[src/rtl/uart_ctrl_if.sv]
// Host byte interface of uart_ctrl: TX FIFO write side and RX FIFO read side.
interface uart_ctrl_if #(
   parameter int unsigned DATA_WIDTH = 8
);
   logic [DATA_WIDTH-1:0] din;
   logic                  wr_uart;
   logic                  tx_full;
   logic                  tx_empty;
   logic                  rd_uart;
   logic [DATA_WIDTH-1:0] out;
   logic                  rx_empty;
   logic                  rx_full;

   modport master (
      output din, wr_uart, rd_uart,
      input  tx_full, tx_empty, out, rx_empty, rx_full
   );

   modport slave (
      input  din, wr_uart, rd_uart,
      output tx_full, tx_empty, out, rx_empty, rx_full
   );
endinterface

[src/rtl/uart_ctrl.sv]
// Full-duplex UART: TX/RX FIFOs, baud tick generator, TX and RX frame FSMs,
// optional parity, one or two stop bits, internal loopback and sticky errors.
module uart_ctrl #(
   parameter int unsigned DATA_WIDTH = 8,
   parameter int unsigned FIFO_DEPTH = 16,
   parameter int unsigned OVERSAMPLE = 16,
   parameter int unsigned DIV_WIDTH  = 16
) (
   input  logic                 clk,
   input  logic                 reset,
   uart_ctrl_if.slave           host,
   input  logic [DIV_WIDTH-1:0] divisor,
   input  logic                 parity_en,
   input  logic                 parity_odd,
   input  logic                 two_stop,
   input  logic                 loopback,
   output logic                 tx_busy,
   output logic                 tx,
   input  logic                 rx,
   output logic                 parity_err,
   output logic                 frame_err,
   output logic                 overrun_err,
   input  logic                 err_clr
);
   localparam int unsigned AW = $clog2(FIFO_DEPTH);
   localparam int unsigned CW = $clog2(2 * OVERSAMPLE);
   localparam int unsigned BW = $clog2(DATA_WIDTH);
   localparam logic [CW-1:0] BIT_LAST   = CW'(OVERSAMPLE - 1);
   localparam logic [CW-1:0] HALF_LAST  = CW'(OVERSAMPLE / 2 - 1);
   localparam logic [CW-1:0] STOP2_LAST = CW'(2 * OVERSAMPLE - 1);
   localparam logic [BW-1:0] DATA_LAST  = BW'(DATA_WIDTH - 1);
   localparam logic [AW:0]   FULL_CNT   = (AW + 1)'(FIFO_DEPTH);

   typedef enum logic [2:0] {S_IDLE, S_START, S_DATA, S_PARITY, S_STOP} state_t;

   // Baud tick: one cycle every divisor+1 clocks
   logic [DIV_WIDTH-1:0] baud_cnt;
   logic                 tick;
   assign tick = (baud_cnt >= divisor);
   always_ff @(posedge clk or negedge reset) begin
      if (!reset) baud_cnt <= '0;
      else        baud_cnt <= tick ? '0 : baud_cnt + 1'b1;
   end

   // TX FIFO
   logic [DATA_WIDTH-1:0] txf_mem [FIFO_DEPTH];
   logic [AW-1:0]         txf_wp, txf_rp;
   logic [AW:0]           txf_cnt;
   logic                  txf_wr, txf_rd, tx_pop;
   logic [DATA_WIDTH-1:0] tx_head;
   assign host.tx_empty = (txf_cnt == '0);
   assign host.tx_full  = (txf_cnt == FULL_CNT);
   assign txf_rd  = tx_pop & ~host.tx_empty;
   assign txf_wr  = host.wr_uart & (~host.tx_full | txf_rd);
   assign tx_head = txf_mem[txf_rp];
   always_ff @(posedge clk or negedge reset) begin
      if (!reset) begin
         txf_wp <= '0; txf_rp <= '0; txf_cnt <= '0;
      end else begin
         if (txf_wr) txf_wp <= txf_wp + 1'b1;
         if (txf_rd) txf_rp <= txf_rp + 1'b1;
         if (txf_wr && !txf_rd)      txf_cnt <= txf_cnt + 1'b1;
         else if (!txf_wr && txf_rd) txf_cnt <= txf_cnt - 1'b1;
      end
   end
   always_ff @(posedge clk) if (txf_wr) txf_mem[txf_wp] <= host.din;

   // RX FIFO, head presented first-word fall-through
   logic [DATA_WIDTH-1:0] rxf_mem [FIFO_DEPTH];
   logic [AW-1:0]         rxf_wp, rxf_rp;
   logic [AW:0]           rxf_cnt;
   logic                  rxf_wr, rxf_rd, rx_push;
   logic [DATA_WIDTH-1:0] rx_shift, rx_shift_n;
   assign host.rx_empty = (rxf_cnt == '0);
   assign host.rx_full  = (rxf_cnt == FULL_CNT);
   assign rxf_rd   = host.rd_uart & ~host.rx_empty;
   assign rxf_wr   = rx_push & (~host.rx_full | rxf_rd);
   assign host.out = host.rx_empty ? '0 : rxf_mem[rxf_rp];
   always_ff @(posedge clk or negedge reset) begin
      if (!reset) begin
         rxf_wp <= '0; rxf_rp <= '0; rxf_cnt <= '0;
      end else begin
         if (rxf_wr) rxf_wp <= rxf_wp + 1'b1;
         if (rxf_rd) rxf_rp <= rxf_rp + 1'b1;
         if (rxf_wr && !rxf_rd)      rxf_cnt <= rxf_cnt + 1'b1;
         else if (!rxf_wr && rxf_rd) rxf_cnt <= rxf_cnt - 1'b1;
      end
   end
   always_ff @(posedge clk) if (rxf_wr) rxf_mem[rxf_wp] <= rx_shift;

   // TX FSM
   state_t                tx_state, tx_state_n;
   logic [CW-1:0]         tx_tcnt, tx_tcnt_n, tx_stop_last;
   logic [BW-1:0]         tx_bits, tx_bits_n;
   logic [DATA_WIDTH-1:0] tx_shift, tx_shift_n;
   logic                  tx_par, tx_par_n, tx_line, tx_line_n;
   assign tx_stop_last = two_stop ? STOP2_LAST : BIT_LAST;

   always_ff @(posedge clk or negedge reset) begin
      if (!reset) begin
         tx_state <= S_IDLE; tx_tcnt <= '0; tx_bits <= '0; tx_shift <= '0;
         tx_par <= 1'b0; tx_line <= 1'b1; tx <= 1'b1; tx_busy <= 1'b0;
      end else begin
         tx_state <= tx_state_n; tx_tcnt <= tx_tcnt_n; tx_bits <= tx_bits_n;
         tx_shift <= tx_shift_n; tx_par <= tx_par_n; tx_line <= tx_line_n;
         tx <= tx_line_n | loopback;
         tx_busy <= (tx_state_n != S_IDLE);
      end
   end

   always_comb begin
      tx_state_n = tx_state; tx_tcnt_n = tx_tcnt; tx_bits_n = tx_bits;
      tx_shift_n = tx_shift; tx_par_n = tx_par; tx_pop = 1'b0; tx_line_n = 1'b1;
      case (tx_state)
         S_IDLE: if (!host.tx_empty) begin
            tx_pop = 1'b1; tx_shift_n = tx_head; tx_par_n = ^tx_head ^ parity_odd;
            tx_tcnt_n = '0; tx_state_n = S_START;
         end
         S_START: if (tick) begin
            if (tx_tcnt == BIT_LAST) begin
               tx_tcnt_n = '0; tx_bits_n = '0; tx_state_n = S_DATA;
            end else tx_tcnt_n = tx_tcnt + 1'b1;
         end
         S_DATA: if (tick) begin
            if (tx_tcnt == BIT_LAST) begin
               tx_tcnt_n = '0; tx_shift_n = tx_shift >> 1;
               if (tx_bits == DATA_LAST) tx_state_n = parity_en ? S_PARITY : S_STOP;
               else                      tx_bits_n = tx_bits + 1'b1;
            end else tx_tcnt_n = tx_tcnt + 1'b1;
         end
         S_PARITY: if (tick) begin
            if (tx_tcnt == BIT_LAST) begin
               tx_tcnt_n = '0; tx_state_n = S_STOP;
            end else tx_tcnt_n = tx_tcnt + 1'b1;
         end
         S_STOP: if (tick) begin
            if (tx_tcnt == tx_stop_last) begin
               tx_tcnt_n = '0;
               // Chain straight into the next frame when data is waiting
               if (!host.tx_empty) begin
                  tx_pop = 1'b1; tx_shift_n = tx_head; tx_par_n = ^tx_head ^ parity_odd;
                  tx_state_n = S_START;
               end else tx_state_n = S_IDLE;
            end else tx_tcnt_n = tx_tcnt + 1'b1;
         end
         default: tx_state_n = S_IDLE;
      endcase
      case (tx_state_n)
         S_START:  tx_line_n = 1'b0;
         S_DATA:   tx_line_n = tx_shift_n[0];
         S_PARITY: tx_line_n = tx_par_n;
         default:  tx_line_n = 1'b1;
      endcase
   end

   // RX synchronizer and FSM
   logic [1:0]    rx_sync;
   logic          rx_line;
   state_t        rx_state, rx_state_n;
   logic [CW-1:0] rx_tcnt, rx_tcnt_n;
   logic [BW-1:0] rx_bits, rx_bits_n;
   logic          rx_par, rx_par_n, rx_wait, rx_wait_n;
   logic          set_pe, set_fe, set_oe;
   assign rx_line = rx_sync[1];

   always_ff @(posedge clk or negedge reset) begin
      if (!reset) begin
         rx_sync <= 2'b11; rx_state <= S_IDLE; rx_tcnt <= '0; rx_bits <= '0;
         rx_shift <= '0; rx_par <= 1'b0; rx_wait <= 1'b0;
         parity_err <= 1'b0; frame_err <= 1'b0; overrun_err <= 1'b0;
      end else begin
         rx_sync <= {rx_sync[0], loopback ? tx_line : rx};
         rx_state <= rx_state_n; rx_tcnt <= rx_tcnt_n; rx_bits <= rx_bits_n;
         rx_shift <= rx_shift_n; rx_par <= rx_par_n; rx_wait <= rx_wait_n;
         parity_err  <= set_pe | (parity_err  & ~err_clr);
         frame_err   <= set_fe | (frame_err   & ~err_clr);
         overrun_err <= set_oe | (overrun_err & ~err_clr);
      end
   end

   always_comb begin
      rx_state_n = rx_state; rx_tcnt_n = rx_tcnt; rx_bits_n = rx_bits;
      rx_shift_n = rx_shift; rx_par_n = rx_par; rx_wait_n = rx_wait;
      rx_push = 1'b0; set_pe = 1'b0; set_fe = 1'b0; set_oe = 1'b0;
      case (rx_state)
         S_IDLE: begin
            // After a framing error, a start is only accepted once the line has gone high
            if (rx_wait) begin
               if (rx_line) rx_wait_n = 1'b0;
            end else if (!rx_line) begin
               rx_tcnt_n = '0; rx_state_n = S_START;
            end
         end
         S_START: if (tick) begin
            if (rx_tcnt == HALF_LAST) begin
               rx_tcnt_n = '0; rx_bits_n = '0;
               rx_state_n = rx_line ? S_IDLE : S_DATA;
            end else rx_tcnt_n = rx_tcnt + 1'b1;
         end
         S_DATA: if (tick) begin
            if (rx_tcnt == BIT_LAST) begin
               rx_tcnt_n = '0; rx_shift_n = {rx_line, rx_shift[DATA_WIDTH-1:1]};
               if (rx_bits == DATA_LAST) rx_state_n = parity_en ? S_PARITY : S_STOP;
               else                      rx_bits_n = rx_bits + 1'b1;
            end else rx_tcnt_n = rx_tcnt + 1'b1;
         end
         S_PARITY: if (tick) begin
            if (rx_tcnt == BIT_LAST) begin
               rx_tcnt_n = '0; rx_par_n = rx_line; rx_state_n = S_STOP;
            end else rx_tcnt_n = rx_tcnt + 1'b1;
         end
         S_STOP: if (tick) begin
            if (rx_tcnt == BIT_LAST) begin
               rx_tcnt_n = '0; rx_state_n = S_IDLE;
               if (!rx_line) begin
                  set_fe = 1'b1; rx_wait_n = 1'b1;
               end else if (host.rx_full) begin
                  set_oe = 1'b1;
               end else begin
                  rx_push = 1'b1;
                  set_pe  = parity_en & (rx_par != (^rx_shift ^ parity_odd));
               end
            end else rx_tcnt_n = rx_tcnt + 1'b1;
         end
         default: rx_state_n = S_IDLE;
      endcase
   end
endmodule
[src/flat_wrapper.sv]
// flat-port wrapper written by rule: the top's interface ports become plain ports
module uart_ctrl_flat 
#(
   parameter int unsigned DATA_WIDTH = 8,
   parameter int unsigned FIFO_DEPTH = 16,
   parameter int unsigned OVERSAMPLE = 16,
   parameter int unsigned DIV_WIDTH  = 16
)
  (clk, reset, divisor, parity_en, parity_odd, two_stop, loopback, tx_busy, tx, rx, parity_err, frame_err, overrun_err, err_clr, host_din, host_wr_uart, host_rd_uart, host_tx_full, host_tx_empty, host_out, host_rx_empty, host_rx_full);
  uart_ctrl_if #(.DATA_WIDTH(DATA_WIDTH)) host_i ();
  input  logic clk;
  input  logic reset;
  input  logic [DIV_WIDTH-1:0] divisor;
  input  logic parity_en;
  input  logic parity_odd;
  input  logic two_stop;
  input  logic loopback;
  output logic tx_busy;
  output logic tx;
  input  logic rx;
  output logic parity_err;
  output logic frame_err;
  output logic overrun_err;
  input  logic err_clr;
  input wire logic [$bits(host_i.din)-1:0] host_din;
  input wire logic [$bits(host_i.wr_uart)-1:0] host_wr_uart;
  input wire logic [$bits(host_i.rd_uart)-1:0] host_rd_uart;
  output wire logic [$bits(host_i.tx_full)-1:0] host_tx_full;
  output wire logic [$bits(host_i.tx_empty)-1:0] host_tx_empty;
  output wire logic [$bits(host_i.out)-1:0] host_out;
  output wire logic [$bits(host_i.rx_empty)-1:0] host_rx_empty;
  output wire logic [$bits(host_i.rx_full)-1:0] host_rx_full;
  assign host_i.din = host_din;
  assign host_i.wr_uart = host_wr_uart;
  assign host_i.rd_uart = host_rd_uart;
  assign host_tx_full = host_i.tx_full;
  assign host_tx_empty = host_i.tx_empty;
  assign host_out = host_i.out;
  assign host_rx_empty = host_i.rx_empty;
  assign host_rx_full = host_i.rx_full;
  uart_ctrl #(.DATA_WIDTH(DATA_WIDTH), .FIFO_DEPTH(FIFO_DEPTH), .OVERSAMPLE(OVERSAMPLE), .DIV_WIDTH(DIV_WIDTH)) u_core (.clk(clk), .reset(reset), .host(host_i), .divisor(divisor), .parity_en(parity_en), .parity_odd(parity_odd), .two_stop(two_stop), .loopback(loopback), .tx_busy(tx_busy), .tx(tx), .rx(rx), .parity_err(parity_err), .frame_err(frame_err), .overrun_err(overrun_err), .err_clr(err_clr));
endmodule
[config.mk]
export PLATFORM = sky130hd
export DESIGN_NAME = uart_ctrl_flat
export DESIGN_NICKNAME = d
export VERILOG_FILES = /design/src/rtl/uart_ctrl_if.sv /design/src/rtl/uart_ctrl.sv /design/src/flat_wrapper.sv
export SDC_FILE = /design/constraint.sdc
export NUM_CORES = 1
export LEC_CHECK = 0
export BUFFER_PORTS_ARGS = -buffer_cell sky130_fd_sc_hd__buf_2
export CAP_MARGIN = 0
export CORE_MARGIN = 4
export CORE_UTILIZATION = 45
export DETAILED_ROUTE_END_ITERATION = 12
export PLACE_DENSITY = 0.64
export SLEW_MARGIN = 0
export SYNTH_ARGS = -nofsm -noshare
export SYNTH_HDL_FRONTEND = slang
export SYNTH_SLANG_ARGS = --single-unit
[constraint.sdc]
create_clock -name clk -period 3.49 [get_ports clk]
set_input_delay 0 -clock clk [delete_from_list [all_inputs] [get_ports clk]]
set_output_delay 0 -clock clk [all_outputs]
set_load 0.03 [all_outputs]
==> out/results.txt <==
Leak - 0.00706 uW
P per Cell Area - 685 mW/mm^2
Worst R2R Setup Slack - 0.10 ns
Top post-synthesis cells by area - edfxtp_1 (50%), dfrtp_1 (14%), mux4_2 (8.3%)
Fillcell total - 2728
Post-route ant nets - 0
Worst setup EP type - flip-flop
Critical path launch point type - flip-flop
Most common cell in the netlist - edfxtp_1
EDFF count, synth - 256
Run status - completed
Layout Area Growth over Synthesis - 15.6%
Drt drc - 0
H-tree Lvls - 2
Max Freq - 295 MHz
First-pass GRT wire length - 46.3 mm
Die width - 192 um
WL/cell - 18.2 um
Worst min-delay path class - input port to asynchronous set/reset pin
CP Max Fanout - 4
Async SR Flop Fraction - 26.2%
Final HPWL DP - 19.3 mm
Total CTS buffers - 37
Max-slew headroom - 47.4%
Total power draw - 12100 uW
Post-synthesis mux area share - 11.4%
Synth warnings - 0
Number of antenna violations at the first check in global routing - 0
Via density - 5.28
DIE HEIGHT - 192 um
Yosys top cell area share - 50.5%
Max-Cap Viols - 0
Number of global-route vias before repair - 8427
Post-Synthesis Cells - 1002
Clock slew at reported path FFs - 0.06 ns
# diodes - 0
Synth Area in Simple Gates - 7.38%
CTS tree - built
CP Cell Sequence - ha_4 -> a211o_1 -> a21oi_2 -> o21ai_2 -> a2111oi_4 -> o21a_1 -> o31ai_4 -> and2_4 -> inv_4 -> ha_4 -> inv_4 -> fa_2 -> a21o_1 -> a21oi_2 -> xnor2_1 -> nor2_1 -> xor2_1
Multi-input logic area - 0.00496 sq mm
Post-synth cell types - 70
Final Hold Vio Count - 0
Total gr overflow - 0
Vias - 8367
Initial core utilization - 45.5%
Share of cells above drive strength 1 - 21.6%
Mapped Nets - 1083
Post-synthesis sequential area ratio - 65.5%
Die ar. - 0.0368 sq mm
Post-synthesis average cell area - 15.2 sq um
RSZ-0062 raised after global routing - yes
PortBufs - 50
Gpl congestion - 0.785
FP Rows - 67
Largest stage delay on the critical path - 0.40 ns
Family with the most delay on the worst path - compound AO/OA/AOI/OAI gates
CP Class - flip-flop to flip-flop
Clk buf depth - 3
Initial DRT Pass Iterations - 5
Mapped cell area - 0.0152 sq mm
Synth Area in Compound Gates - 5.93%
CP required - 3.89 ns
Worst Max-Slew Pin Slew - 0.786 ns
Cell accounting for the most synthesized area - edfxtp_1
Final min period - 3.39 ns
CP max stage cell - dfrtp_1
Post-Synth XOR/XNOR Area - 3.16%
I/O pins - 51
Critical R2R Capture - u_core.txf_cnt[4]$_DFFE_PN0P_
Critical R2R Launch - u_core.baud_cnt[5]$_DFF_PN0_
Total negative slack - 0 ns
Largest family of logic cells by synthesized area - multiplexers
Yosys reg bits - 347
Core area - 0.0334 sq mm
Root buffer cell - clkbuf_16
Sequential cell area - 0.00997 sq mm
Post-place setup slack - -0.0369 ns
Smallest hold slack - 0.0354 ns
Fin crit share - 97.0%
Endpoints failing setup - 0
Largest net degree at the start of global routing - 52
Adder-cell share of the synthesized area - 3.96%
Worst Path Arrival - 3.79 ns
Worst VDD drop - 0.439 mV
# nets final - 1190
Initial DRC Count - 427
Post-Route WL - 28.8 mm
Final setup margin - 0.105 ns
Max Slew Vio Count - 0
Fin Clk Skew - 0.0150 ns
CP Buf/Inv Count - 2
Clk sink count - 347
Top FF cell, synth - edfxtp_1
Post-synth top cells - edfxtp_1 (256), dfrtp_1 (87), nand2_1 (61), mux4_2 (56), inv_1 (54)
Clk_lat worst skew - 0.52 ns
Total GRT Usage - 15.8%
Worst R2R Path Depth - 17
==> cell usage in the layout (no fill, tap or decap), types with 4 or more instances in the layout <==
master           n
mux2_2          11
dfstp_2          4
a22oi_1         14
xnor2_1         34
and3_1          17
nand4_1          5
buf_4           40
nand2_1         61
buf_2           49
inv_1           53
nor2_1          46
and2_1          16
ha_1            40
a21oi_1         20
xor2_1          19
ha_4             4
clkinv_1        12
mux2i_1         34
or2_2            4
a221oi_1        16
a21oi_2          4
clkbuf_16       37
nand3_1         22
mux4_2          56
nor2b_1         19
dlygate4sd3_1   15
a21o_1          11
o21ai_0         34
edfxtp_1       256
nor3_1          11
clkinv_2         4
clkbuf_1         7
dfrtp_1         85
nor4_1           5
==> repair_timing <==
action,CTS,global route
gates resized for setup,0,11
cloned,0,0
pin swaps,2,13
hold buffers,16,0
setup endpoints to repair,2,36
setup buffers,0,5
hold endpoints to repair,228,0
==> state kept, by name, indices dropped and copies added (netlist names), 4 cells and up <==
name and count:
u_core.baud_cnt 16, u_core.rx_shift 8, u_core.rx_tcnt 5, u_core.rxf_cnt 5, u_core.rxf_mem 128, u_core.rxf_rp 4
u_core.rxf_wp 4, u_core.tx_shift 8, u_core.tx_tcnt 5, u_core.txf_cnt 5, u_core.txf_mem 128, u_core.txf_rp 4
u_core.txf_wp 4
==> cell type report <==
type	count	area share, %
clock buffers	46	5.57
clock inverters	22	1.01
well taps	448	3.19
multi-input cells	561	28.2
repair buffers	106	4.18
inverters	56	1.22
flip-flops and latches	347	56.7
==> worst reg2reg max path, cell delays in order (launching register included) <==
cell       delay, ns
dfrtp_1         0.40
ha_4            0.22
a211o_1         0.30
a21oi_2         0.11
o21ai_2         0.08
a2111oi_4       0.38
o21a_1          0.25
o31ai_4         0.10
and2_4          0.18
inv_4           0.06
ha_4            0.15
inv_4           0.05
fa_2            0.36
a21o_1          0.19
a21oi_2         0.12
xnor2_1         0.12
nor2_1          0.06
xor2_1          0.13
==> cells by family (layout without fill, tap and decap cells) <==
kind of cell    after synthesis  in the layout
compound gates              134            134
xor+xnor                     54             54
fa+ha+maj                    47             47
buf+inv                      94            230
flops                       347            347
mux                         102            102
simple gates                224            224
==> where the power goes <==
group	total, uW	internal [uW]	switching, uW	leakage [uW]
clock network	3710	2150	1560	0.000558
registers	5230	4860	370	0.00378
logic	3120	1470	1650	0.00272
==> worst max path at each step <==
stage / start / endpoint / cells past startpoint
6_report: u_core.baud_cnt[5]$_DFF_PN0_ / u_core.txf_cnt[4]$_DFFE_PN0P_ / 17
5_1_grt: u_core.baud_cnt[10]$_DFF_PN0_ / u_core.txf_cnt[4]$_DFFE_PN0P_ / 16
4_1_cts: u_core.baud_cnt[5]$_DFF_PN0_ / u_core.rxf_cnt[4]$_DFFE_PN0P_ / 17
3_5_place_dp: u_core.baud_cnt[5]$_DFF_PN0_ / u_core.txf_cnt[4]$_DFFE_PN0P_ / 17
3_3_place_gp: u_core.baud_cnt[5]$_DFF_PN0_ / u_core.txf_cnt[4]$_DFFE_PN0P_ / 17
2_1_floorplan: u_core.baud_cnt[5]$_DFF_PN0_ / u_core.txf_cnt[4]$_DFFE_PN0P_ / 18
==> metal layers <==
layer / track usage, % / share of wire [%] / up-vias
met3: 2.47 / 3.4 / 41
met4: 3.65 / 1.7 / 0
met1: 22.1 / 45 / 4203
met5: 0 / 0 / -
met2: 26.3 / 50 / 123
li1: - / - / 4000
==> through the flow <==
step	instances	instance area (sq um)	utilization (%)
3_5_place_dp	1497	16200	48.4
2_1_floorplan	1002	15300	-
6_report	1586	17600	52.6
4_1_cts	1581	17500	52.3
5_1_grt	1586	17600	52.6
3_3_place_gp	1497	16200	48.4
Note: power is estimated with default switching activity, not from simulation.
